**src/rtl/port_lookup_sched_pkg.sv**
```systemverilog
// Shared constants, types and FSM encoding for the port lookup scheduler.
package port_lookup_sched_pkg;
  localparam int         ENG_LAT     = 3;
  localparam logic [9:0] MISS_IDX    = 10'd530;
  localparam logic [1:0] RAM_SEL_H1  = 2'd0;
  localparam logic [1:0] RAM_SEL_H2  = 2'd1;
  localparam logic [1:0] RAM_SEL_PAT = 2'd2;

  typedef logic [15:0] port_t;
  typedef logic [9:0]  idx_t;

  typedef enum logic [1:0] {
    ST_RUN,
    ST_DRAIN,
    ST_WRITE
  } state_e;
endpackage

```
**src/rtl/port_lookup_sched_if.sv**
```systemverilog
// Requester, engine and table-write signals of the port lookup scheduler.
interface port_lookup_sched_if
  import port_lookup_sched_pkg::*;
#(
  parameter int N_REQ = 2
);
  logic [N_REQ-1:0]    req_valid;
  logic [16*N_REQ-1:0] req_port;
  logic [N_REQ-1:0]    req_ready;
  logic [N_REQ-1:0]    rsp_valid;
  logic                rsp_hit;
  idx_t                rsp_index;
  port_t               eng_pattern;
  idx_t                eng_index;
  logic                cfg_wr_valid;
  logic [1:0]          cfg_ram_sel;
  idx_t                cfg_addr;
  port_t               cfg_data;
  logic                cfg_wr_ready;
  logic [2:0]          tbl_we;
  idx_t                tbl_addr;
  port_t               tbl_din;

  modport slave (
    input  req_valid, req_port, eng_index, cfg_wr_valid, cfg_ram_sel, cfg_addr, cfg_data,
    output req_ready, rsp_valid, rsp_hit, rsp_index, eng_pattern, cfg_wr_ready,
           tbl_we, tbl_addr, tbl_din
  );

  modport master (
    output req_valid, req_port, eng_index, cfg_wr_valid, cfg_ram_sel, cfg_addr, cfg_data,
    input  req_ready, rsp_valid, rsp_hit, rsp_index, eng_pattern, cfg_wr_ready,
           tbl_we, tbl_addr, tbl_din
  );
endinterface

```
**src/rtl/port_lookup_sched_rr_arbiter.sv**
```systemverilog
// Round-robin arbiter: the search starts one past the most recent grant.
module rr_arbiter #(
  parameter int N_REQ = 2
) (
  input  logic             clk,
  input  logic             rst,
  input  logic [N_REQ-1:0] req_i,
  input  logic             en_i,
  output logic [N_REQ-1:0] grant_o
);
  localparam int PW = (N_REQ > 1) ? $clog2(N_REQ) : 1;

  logic [PW-1:0] nextPtr_q, nextPtr_d;
  logic [PW:0]   cand;
  logic [PW-1:0] candId;

  // Descending scan so the candidate closest to nextPtr_q wins.
  always_comb begin
    grant_o   = '0;
    nextPtr_d = nextPtr_q;
    cand      = '0;
    candId    = '0;
    if (en_i) begin
      for (int k = N_REQ - 1; k >= 0; k--) begin
        cand = {1'b0, nextPtr_q} + (PW+1)'(k);
        if (cand >= (PW+1)'(N_REQ)) cand = cand - (PW+1)'(N_REQ);
        candId = cand[PW-1:0];
        if (req_i[candId]) begin
          grant_o         = '0;
          grant_o[candId] = 1'b1;
          if (int'(candId) == N_REQ - 1) nextPtr_d = '0;
          else nextPtr_d = candId + PW'(1);
        end
      end
    end
  end

  always_ff @(posedge clk) begin
    if (rst) nextPtr_q <= '0;
    else     nextPtr_q <= nextPtr_d;
  end
endmodule

```
**src/rtl/port_lookup_sched.sv**
```systemverilog
// Shares the fixed-latency port lookup engine between requesters and
// serialises table writes behind a full engine drain.
module port_lookup_sched #(
  parameter int         N_REQ    = 2,
  parameter int         LAT      = port_lookup_sched_pkg::ENG_LAT,
  parameter logic [9:0] MISS_IDX = port_lookup_sched_pkg::MISS_IDX
) (
  input logic                clk,
  input logic                rst,
  port_lookup_sched_if.slave bus
);
  import port_lookup_sched_pkg::*;

  localparam int IW = (N_REQ > 1) ? $clog2(N_REQ) : 1;
  localparam int CW = $clog2(LAT + 1);

  state_e           state_q, state_d;
  logic             prevWrite_q;
  logic [CW-1:0]    inflight_q, inflight_d;
  logic [LAT-1:0]   tagValid_q;
  logic [IW-1:0]    tagId_q [LAT];
  logic [N_REQ-1:0] rspValid_q;
  logic             rspHit_q;
  idx_t             rspIndex_q;

  logic [N_REQ-1:0] grant;
  logic             arbEn;
  logic             issue;
  logic             retire;
  logic [IW-1:0]    grantId;
  port_t            grantPort;

  rr_arbiter #(.N_REQ(N_REQ)) uArb (
    .clk    (clk),
    .rst    (rst),
    .req_i  (bus.req_valid),
    .en_i   (arbEn),
    .grant_o(grant)
  );

  always_comb begin
    grantId   = '0;
    grantPort = '0;
    for (int i = 0; i < N_REQ; i++) begin
      if (grant[i]) begin
        grantId   = IW'(i);
        grantPort = bus.req_port[16*i +: 16];
      end
    end
  end

  assign issue           = |grant;
  assign retire          = tagValid_q[LAT-1];
  assign bus.req_ready   = grant;
  assign bus.eng_pattern = grantPort;
  assign bus.rsp_valid   = rspValid_q;
  assign bus.rsp_hit     = rspHit_q;
  assign bus.rsp_index   = rspIndex_q;

  always_comb begin
    state_d          = state_q;
    arbEn            = 1'b0;
    bus.cfg_wr_ready = 1'b0;
    bus.tbl_we       = '0;
    bus.tbl_addr     = '0;
    bus.tbl_din      = '0;
    case (state_q)
      ST_RUN: begin
        // The first RUN cycle after a write serves a pending lookup so writes cannot starve lookups.
        if (bus.cfg_wr_valid && !(prevWrite_q && (|bus.req_valid))) state_d = ST_DRAIN;
        else arbEn = 1'b1;
      end
      ST_DRAIN: begin
        if (inflight_q == '0) state_d = ST_WRITE;
      end
      ST_WRITE: begin
        state_d          = ST_RUN;
        bus.cfg_wr_ready = 1'b1;
        bus.tbl_addr     = bus.cfg_addr;
        bus.tbl_din      = bus.cfg_data;
        case (bus.cfg_ram_sel)
          RAM_SEL_H1:  bus.tbl_we = 3'b001;
          RAM_SEL_H2:  bus.tbl_we = 3'b010;
          RAM_SEL_PAT: bus.tbl_we = 3'b100;
          default:     bus.tbl_we = 3'b000;
        endcase
      end
      default: state_d = ST_RUN;
    endcase
    if (rst) begin
      state_d          = ST_RUN;
      arbEn            = 1'b0;
      bus.cfg_wr_ready = 1'b0;
      bus.tbl_we       = '0;
      bus.tbl_addr     = '0;
      bus.tbl_din      = '0;
    end
  end

  always_comb begin
    inflight_d = inflight_q;
    if (issue && !retire)      inflight_d = inflight_q + CW'(1);
    else if (retire && !issue) inflight_d = inflight_q - CW'(1);
  end

  always_ff @(posedge clk) begin
    if (rst) begin
      state_q     <= ST_RUN;
      prevWrite_q <= 1'b0;
      inflight_q  <= '0;
      tagValid_q  <= '0;
      rspValid_q  <= '0;
      rspHit_q    <= 1'b0;
      rspIndex_q  <= '0;
    end else begin
      state_q       <= state_d;
      prevWrite_q   <= (state_q == ST_WRITE);
      inflight_q    <= inflight_d;
      tagValid_q[0] <= issue;
      for (int i = 1; i < LAT; i++) tagValid_q[i] <= tagValid_q[i-1];
      rspValid_q <= '0;
      rspHit_q   <= 1'b0;
      rspIndex_q <= '0;
      if (retire) begin
        rspValid_q[tagId_q[LAT-1]] <= 1'b1;
        rspHit_q                   <= (bus.eng_index != MISS_IDX);
        rspIndex_q                 <= bus.eng_index;
      end
    end
  end

  always_ff @(posedge clk) begin
    tagId_q[0] <= grantId;
    for (int i = 1; i < LAT; i++) tagId_q[i] <= tagId_q[i-1];
  end
endmodule

```
**src/flat_wrapper.sv**
```systemverilog
// flat-port wrapper written by rule: the top's interface ports become plain ports
module port_lookup_sched_flat import port_lookup_sched_pkg::*;
#(
  parameter int         N_REQ    = 2,
  parameter int         LAT      = port_lookup_sched_pkg::ENG_LAT,
  parameter logic [9:0] MISS_IDX = port_lookup_sched_pkg::MISS_IDX
)
  (clk, rst, bus_req_valid, bus_req_port, bus_eng_index, bus_cfg_wr_valid, bus_cfg_ram_sel, bus_cfg_addr, bus_cfg_data, bus_req_ready, bus_rsp_valid, bus_rsp_hit, bus_rsp_index, bus_eng_pattern, bus_cfg_wr_ready, bus_tbl_we, bus_tbl_addr, bus_tbl_din);
  port_lookup_sched_if #(.N_REQ(N_REQ)) bus_i ();
  input logic clk;
  input logic rst;
  input wire logic [$bits(bus_i.req_valid)-1:0] bus_req_valid;
  input wire logic [$bits(bus_i.req_port)-1:0] bus_req_port;
  input wire logic [$bits(bus_i.eng_index)-1:0] bus_eng_index;
  input wire logic [$bits(bus_i.cfg_wr_valid)-1:0] bus_cfg_wr_valid;
  input wire logic [$bits(bus_i.cfg_ram_sel)-1:0] bus_cfg_ram_sel;
  input wire logic [$bits(bus_i.cfg_addr)-1:0] bus_cfg_addr;
  input wire logic [$bits(bus_i.cfg_data)-1:0] bus_cfg_data;
  output wire logic [$bits(bus_i.req_ready)-1:0] bus_req_ready;
  output wire logic [$bits(bus_i.rsp_valid)-1:0] bus_rsp_valid;
  output wire logic [$bits(bus_i.rsp_hit)-1:0] bus_rsp_hit;
  output wire logic [$bits(bus_i.rsp_index)-1:0] bus_rsp_index;
  output wire logic [$bits(bus_i.eng_pattern)-1:0] bus_eng_pattern;
  output wire logic [$bits(bus_i.cfg_wr_ready)-1:0] bus_cfg_wr_ready;
  output wire logic [$bits(bus_i.tbl_we)-1:0] bus_tbl_we;
  output wire logic [$bits(bus_i.tbl_addr)-1:0] bus_tbl_addr;
  output wire logic [$bits(bus_i.tbl_din)-1:0] bus_tbl_din;
  assign bus_i.req_valid = bus_req_valid;
  assign bus_i.req_port = bus_req_port;
  assign bus_i.eng_index = bus_eng_index;
  assign bus_i.cfg_wr_valid = bus_cfg_wr_valid;
  assign bus_i.cfg_ram_sel = bus_cfg_ram_sel;
  assign bus_i.cfg_addr = bus_cfg_addr;
  assign bus_i.cfg_data = bus_cfg_data;
  assign bus_req_ready = bus_i.req_ready;
  assign bus_rsp_valid = bus_i.rsp_valid;
  assign bus_rsp_hit = bus_i.rsp_hit;
  assign bus_rsp_index = bus_i.rsp_index;
  assign bus_eng_pattern = bus_i.eng_pattern;
  assign bus_cfg_wr_ready = bus_i.cfg_wr_ready;
  assign bus_tbl_we = bus_i.tbl_we;
  assign bus_tbl_addr = bus_i.tbl_addr;
  assign bus_tbl_din = bus_i.tbl_din;
  port_lookup_sched #(.N_REQ(N_REQ), .LAT(LAT), .MISS_IDX(MISS_IDX)) u_core (.clk(clk), .rst(rst), .bus(bus_i));
endmodule
```
**config.mk**
```make
export PLATFORM = sky130hd
export DESIGN_NAME = port_lookup_sched_flat
export DESIGN_NICKNAME = d
export VERILOG_FILES = /design/src/rtl/port_lookup_sched_pkg.sv /design/src/rtl/port_lookup_sched_if.sv /design/src/rtl/port_lookup_sched_rr_arbiter.sv /design/src/rtl/port_lookup_sched.sv /design/src/flat_wrapper.sv
export SDC_FILE = /design/constraint.sdc
export NUM_CORES = 1
export LEC_CHECK = 0
export BUFFER_PORTS_ARGS = -buffer_cell sky130_fd_sc_hd__buf_2
export CAP_MARGIN = 40
export CORE_MARGIN = 2
export CORE_UTILIZATION = 39
export DETAILED_ROUTE_END_ITERATION = 10
export PLACE_DENSITY = 0.9
export SLEW_MARGIN = 10
export SYNTH_ARGS = -nofsm -noshare
export SYNTH_HDL_FRONTEND = slang
export SYNTH_SLANG_ARGS = --single-unit
export TNS_END_PERCENT = 5
```
**constraint.sdc**
```tcl
create_clock -name clk -period 2.7 [get_ports clk]
set_input_delay 0.27 -clock clk [delete_from_list [all_inputs] [get_ports clk]]
set_output_delay 0.27 -clock clk [all_outputs]
set_load 0.05 [all_outputs]
```
== After elaboration in Yosys (flattened, before gate mapping) ==
Memories as Yosys holds them, arrays and structs flattened.
Cells that the tools add are included.
W data, S select, Z words.
Storage, ports and cells
  register bits after elaboration: 22
  latch bits: 0
  bits in writable memories: 3
  ROM bits: 0
  input bits: 75
  output and inout bits: 61
  logic and storage cells: 93
  memories kept: 1
Cells by class
  add/subtract/negate cells: 7
  multiply operators: 0
  divide/modulo/power cells: 0
  $lt $le $gt $ge: 8
  equal/unequal tests: 7
  shift operators: 0
  multiplexer cells: 41
  bitwise logic cells: 1
  reductions and logical operators: 20
Memory list
  u_core.tagId_q: words 3, bits a word 1, rd ports 3, clocked after Yosys merged registers in 0, wr ports 3, line port_lookup_sched.sv:21  | logic [IW-1:0] tagId_q [LAT];
Operator list (count)
  $mux W16: 4
  $mux W1: 21
  $mux W10: 2
  $mux W2: 7
  $ne A10 B10 Y1 const B: 1
  $pmux W3 S3: 1
  $logic_and A1 B1 Y1: 7
  $logic_not A2 Y1: 3
  $lt A1 B2 Y1 const B: 3
  $mux W3: 2
  $reduce_or A2 Y1: 3
  $eq A2 B1 Y1 const B: 2
  $eq A2 B2 Y1 const B: 2
  $ne A2 B1 Y1 const B: 2
  $pmux W2 S2: 1
  $reduce_and A2 Y1: 2
  $reduce_bool A2 Y1: 2
  $demux W1 S1: 3
  $ge A1 B1 Y1 const B: 3
  $logic_not A1 Y1: 3
  $add A1 B1 Y1 const B: 2
  $add A1 B1 Y2 const B: 1
  $add A2 B1 Y2 const B: 1
  $ge A1 B2 Y1 const B: 1
  4 further kinds: 5

== Depth between registers and ports, before layout ==
  word-level depth: 20
  gate-level depth with buffers: 9
  mapped depth without buffers: 7

== Modules after synthesis ==
From an unflattened synthesis, not the netlist that was laid out.
Second synthesis, totals
  cells, all modules: 130
  area total of the unflattened synthesis: 1167.4 um^2
Modules (own cells, without submodules)
  port_lookup_sched: instances 1, cells an instance 122, area each 1112.3 um^2, sequential area each 480.5 um^2
  rr_arbiter: instances 1, cells an instance 8, area each 55.1 um^2, sequential area each 20.0 um^2

== Worst setup path before layout ==
Ideal clock, no wire load.
  kind: register to output
  from: reg u_core.state_q[1]
  to: out bus_tbl_we[0]
  arrival: 2.052 ns
  required time: 2.430 ns
  slack: 0.378 ns
  stages on the path, launching flop included: 4
  buffers on the path: 1
  cells stage by stage: dfxtp_1 -> nor3b_1 -> clkbuf_1 -> nor3b_1
Between the ends
  longest elaborated chain between the ends: 3
RTL lines
  start: declaration: line port_lookup_sched.sv:17  | state_e state_q, state_d;
  start signal: assignment: line port_lookup_sched.sv:116  | state_q <= state_d;
  $eq A2 B2 Y1: line port_lookup_sched.sv:67  | case (state_q)
  $mux W3: line port_lookup_sched.sv:67
  $mux W3: line port_lookup_sched.sv:90  | if (rst) begin
  end: declaration: line flat_wrapper.sv:25  | output wire logic [$bits(bus_i.tbl_we)-1:0] bus_tbl_we;
Every way passes these cells.

== Final worst setup path ==
  from: reg u_core.uArb.nextPtr_q
  to: out bus_eng_pattern[7]
Between the ends
  longest elaborated chain between the ends: 13
  elaborated cells on any way between the ends: 28
  classes of those cells: 3 x add/sub; 6 x order compare; 17 x mux; 2 x reduce/logical
RTL lines
  start: declaration: line port_lookup_sched_rr_arbiter.sv:13  | logic [PW-1:0] nextPtr_q, nextPtr_d;
  start signal: assignment: line port_lookup_sched_rr_arbiter.sv:40  | else nextPtr_q <= nextPtr_d;
  $add A1 B1 Y2: line port_lookup_sched_rr_arbiter.sv:25  | cand = {1'b0, nextPtr_q} + (PW+1)'(k);
  $ge A2 B2 Y1 / $sub A1 B1 Y1 (equally long branches): line port_lookup_sched_rr_arbiter.sv:26  | if (cand >= (PW+1)'(N_REQ)) cand = cand - (PW+1)'(N_REQ);
  $mux W1: line port_lookup_sched_rr_arbiter.sv:26
  $mux W1: line port_lookup_sched_rr_arbiter.sv:23  | if (en_i) begin
  $lt A1 B2 Y1 (implied by the code) / $ge A1 B1 Y1 (equally long branches): line port_lookup_sched_rr_arbiter.sv:30  | grant_o[candId] = 1'b1;
  $logic_and A1 B1 Y1 (implied by the code): line port_lookup_sched_rr_arbiter.sv:30
  $mux W1 (implied by the code): line port_lookup_sched_rr_arbiter.sv:30
  $demux W1 S1: line port_lookup_sched_rr_arbiter.sv:30
  $mux W2: line port_lookup_sched_rr_arbiter.sv:28  | if (req_i[candId]) begin
  $mux W2 *: line port_lookup_sched_rr_arbiter.sv:28
  $mux W2 *: line port_lookup_sched_rr_arbiter.sv:23
  $mux W16: line port_lookup_sched.sv:45  | if (grant[i]) begin
  $mux W16 *: line port_lookup_sched.sv:45
  end: declaration: line flat_wrapper.sv:23  | output wire logic [$bits(bus_i.eng_pattern)-1:0] bus_eng_pattern;
Mark *: on every way between the ends. The rest lies on a longest branch, timed or not. The select of a mux whose other input is x is not followed.

==> impl_metrics.yaml <==
status:
  outcome: "completed"
sta:
  hold_viol_final: 0
  slew_violations: 0
  setup_viol: 0
  rsz0062_at_grt: "false"
  timing.final.crit_share_pct: 82.5
  worst_pin_slew_ns: 0.488
  fin_worst_skew_ns: 0.00388
  max_slew_margin_pct: 67.3
  tns_ns: 0
  fin_crit_ns: 2.23
  fmax_mhz: 449
clock_network:
  cts_htree_levels: 1
  clk_pin_slew_ns: 0.13
  cts_hold_buf: 0
  post_cts_resized: 0
  cts_root_buffer: "clkbuf_4"
  numCtsBuffers: 3
  cts_setup_buffers: 0
  clkLatencyLatePin_ns: 0.30
  clock-sinks: 25
  cts.path.max_buffers: 2
  cts_tree: "done"
cells_and_area:
  multi_input_area_sq_um: 807
  ff_latch_area_sq_um: 500
  drive_above_1_share_pct: 50.2
  fill_cells: 295
  finish.net_count: 372
  antenna_cells: 0
  area_growth_pct: 51.4
  fin_cells: 341
yosys:
  avgSynthCellArea_sq_um: 8.36
  syn_area_sq_mm: 0.00141
  synth_nets: 244
  ys.flop_type: "dfxtp_1"
  synthTopCellsByCount: "36 x and2_1, 32 x o211ai_1, 25 x dfxtp_1, 20 x a21oi_1, 9 x clkbuf_1"
  syn_inst: 168
  synth_warnings: 0
  yosysUniqueCellTypes: 29
  synthArstFlopShare_pct: 0
  synth_top_area_share_pct: 35.6
  synth_area_leaders: "dfxtp_1 36%, o211ai_1 17%, and2_1 16%, a21oi_1 7.1%, clkbuf_1 2.4%"
  synth.most_common_cell: "and2_1"
  netlist.top_cell.by_area: "dfxtp_1"
  yosysSeqAreaShare_pct: 35.6
  synth-edff-count: 0
  yosys_register_bits: 25
power_and_ir_drop:
  p_per_area_mw_per_mm2: 391
  combPwrFrac_pct: 33.6
  p_clk_share_pct: 19.0
  p_leak_nw: 1.12
  p_int_w: 0.000537
  p_switching_w: 0.000294
  ir_drop_v: 0.000166
  switching_share_pct: 35.4
  seq_power_share_pct: 47.4
routing:
  drc: 0
  vias_per_cell: 4.89
  drtPass1Iterations: 4
  vias: 1669
  drt_iter0_drc: 32
  drt_wl_total_mm: 3.97
  ant_nets: 0
  wl_per_cell_um: 11.6
setup_path:
  cp-start-kind: "flop"
  reg2reg_slack_ns: 0.85
  r2r_start: "u_core.prevWrite_q"
  worst-setup-path-type: "flop to primary output"
  required_ns: 2.43
  worstPathArrival_ns: 1.96
  r2r-end: "u_core.inflight_q[1]"
  crit_fanout: 19
  reg2reg_depth: 6
  worst_setup_path_end_kind: "primary output"
hold_path:
  worstHoldEndpoint: "u_core.bus.rsp_index[9]"
  hold_path_startpoint: "bus_eng_index[9]"
  hold_path.class: "primary input to flop"
  hold-path-cell-count: 2
flow_run:
  max-cap-violations: 0
placement:
  dp.cells: 337
  dpl.hpwl_mm: 3.21
  finalWeightedCongestion: 0.699
  io_buffers: 135
floorplanning:
  core_area_sq_mm: 0.00339
  die_w_um: 64.0
  die_h_um: 64.0
  io_pins: 136
  initial_core_util_pct: 41.5
  dieArea_sq_mm: 0.00410
  row_count: 21
grt:
  antenna_found_initial: 0
  gr-total-overflow: 0
  grtUsageTotal_pct: 18.5
  grt_pass1_wl_mm: 6.30
  grt_max_degree: 31
  grt_pass1_vias: 1503
metal layers:
layer | GRT usage (%) | routed length, um | part of all wire [%]
met4 | 3.26 | 8 | 0.20
met3 | 3.87 | 286 | 7.2
met1 | 21.6 | 1630 | 41
met2 | 34.8 | 2050 | 52
met5 | 0 | 0 | 0
placed cells by master, fill, tap and decap left out, types with 3 or more instances in the layout:
cell type and count:
clkbuf_4 3, nor4b_1 3, buf_2 135, dfxtp_1 25, and2_1 36, nor2_1 7
buf_4 5, o211ai_1 32, inv_1 3, a21oi_1 20
kinds of logic after synthesis:
kind of cell               after synthesis  synth area share (%)
buffers and inverters                   22                  7.30
xor gates and xnor gates                 2                  1.25
AOI/OAI and AO/OA                       60                  29.5
and+or+nand+nor                         58                  25.5
DFF                                     25                  35.6
adders and majority gates                1                 0.890
power groups by stage:
stage | logic (W) | registers, W | clock network (W)
finish | 0.000280 | 0.000394 | 0.000158
detailed placement | 0.000279 | 0.000402 | 0
global placement | 0.000273 | 0.000401 | 0
floorplan | 0.000185 | 0.000405 | 0
global route | 0.000301 | 0.000396 | 0.000179
CTS | 0.000280 | 0.000394 | 0.000167
through the flow:
stage | setup WS, ns | hold WS (ns) | power, W | instance area [sq um] | util [%]
2_1_floorplan | 0.378 | 0.310 | 0.000590 | 1410 | -
3_3_place_gp | 0.623 | 0.313 | 0.000675 | 2100 | 61.9
3_5_place_dp | 0.536 | 0.315 | 0.000682 | 2100 | 61.9
4_1_cts | 0.490 | 0.159 | 0.000841 | 2130 | 62.8
5_1_grt | 0.297 | 0.159 | 0.000876 | 2130 | 62.8
6_report | 0.473 | 0.170 | 0.000832 | 2130 | 62.8
registers in the layout, summed over array words and instances, names as in the netlist:
name                   cells
u_core.bus.rsp_hit         1
u_core.bus.rsp_index      10
u_core.bus.rsp_valid       2
u_core.inflight_q          2
u_core.prevWrite_q         1
u_core.state_q             2
u_core.tagId_q             3
u_core.tagValid_q          3
u_core.uArb.nextPtr_q      1
layout make-up:
| type | count | share of cell area [%] |
|---|---|---|
| Sequential cell | 25 | 23.5 |
| Clock inverter | 1 | 0.353 |
| Tap cell | 46 | 2.71 |
| Timing Repair Buffer | 140 | 33.5 |
| Clock buffer | 3 | 1.06 |
| Multi-Input combinational cell | 121 | 37.9 |
| Inverter | 5 | 0.882 |
worst max path at each step:
| stage | startpoint | end | slack (ns) |
|---|---|---|---|
| 4_1_cts | u_core.uArb.nextPtr_q | bus_eng_pattern[6] | 0.49 |
| 5_1_grt | u_core.uArb.nextPtr_q | bus_eng_pattern[15] | 0.30 |
| 6_report | u_core.uArb.nextPtr_q | bus_eng_pattern[7] | 0.47 |
| 3_5_place_dp | bus_req_valid[0] | u_core.inflight_q[1] | 0.54 |
| 3_3_place_gp | bus_req_valid[0] | u_core.inflight_q[1] | 0.62 |
| 2_1_floorplan | u_core.state_q[1] | bus_tbl_we[0] | 0.38 |
critical path, stage by stage (launching register included):
cell and delay (ns):
dfxtp_1 0.33, buf_4 0.22, clkinv_1 0.45, o211ai_1 0.33
a21oi_1 0.11, buf_2 0.22
No activity file was read; power rests on OpenSTA's default activity.
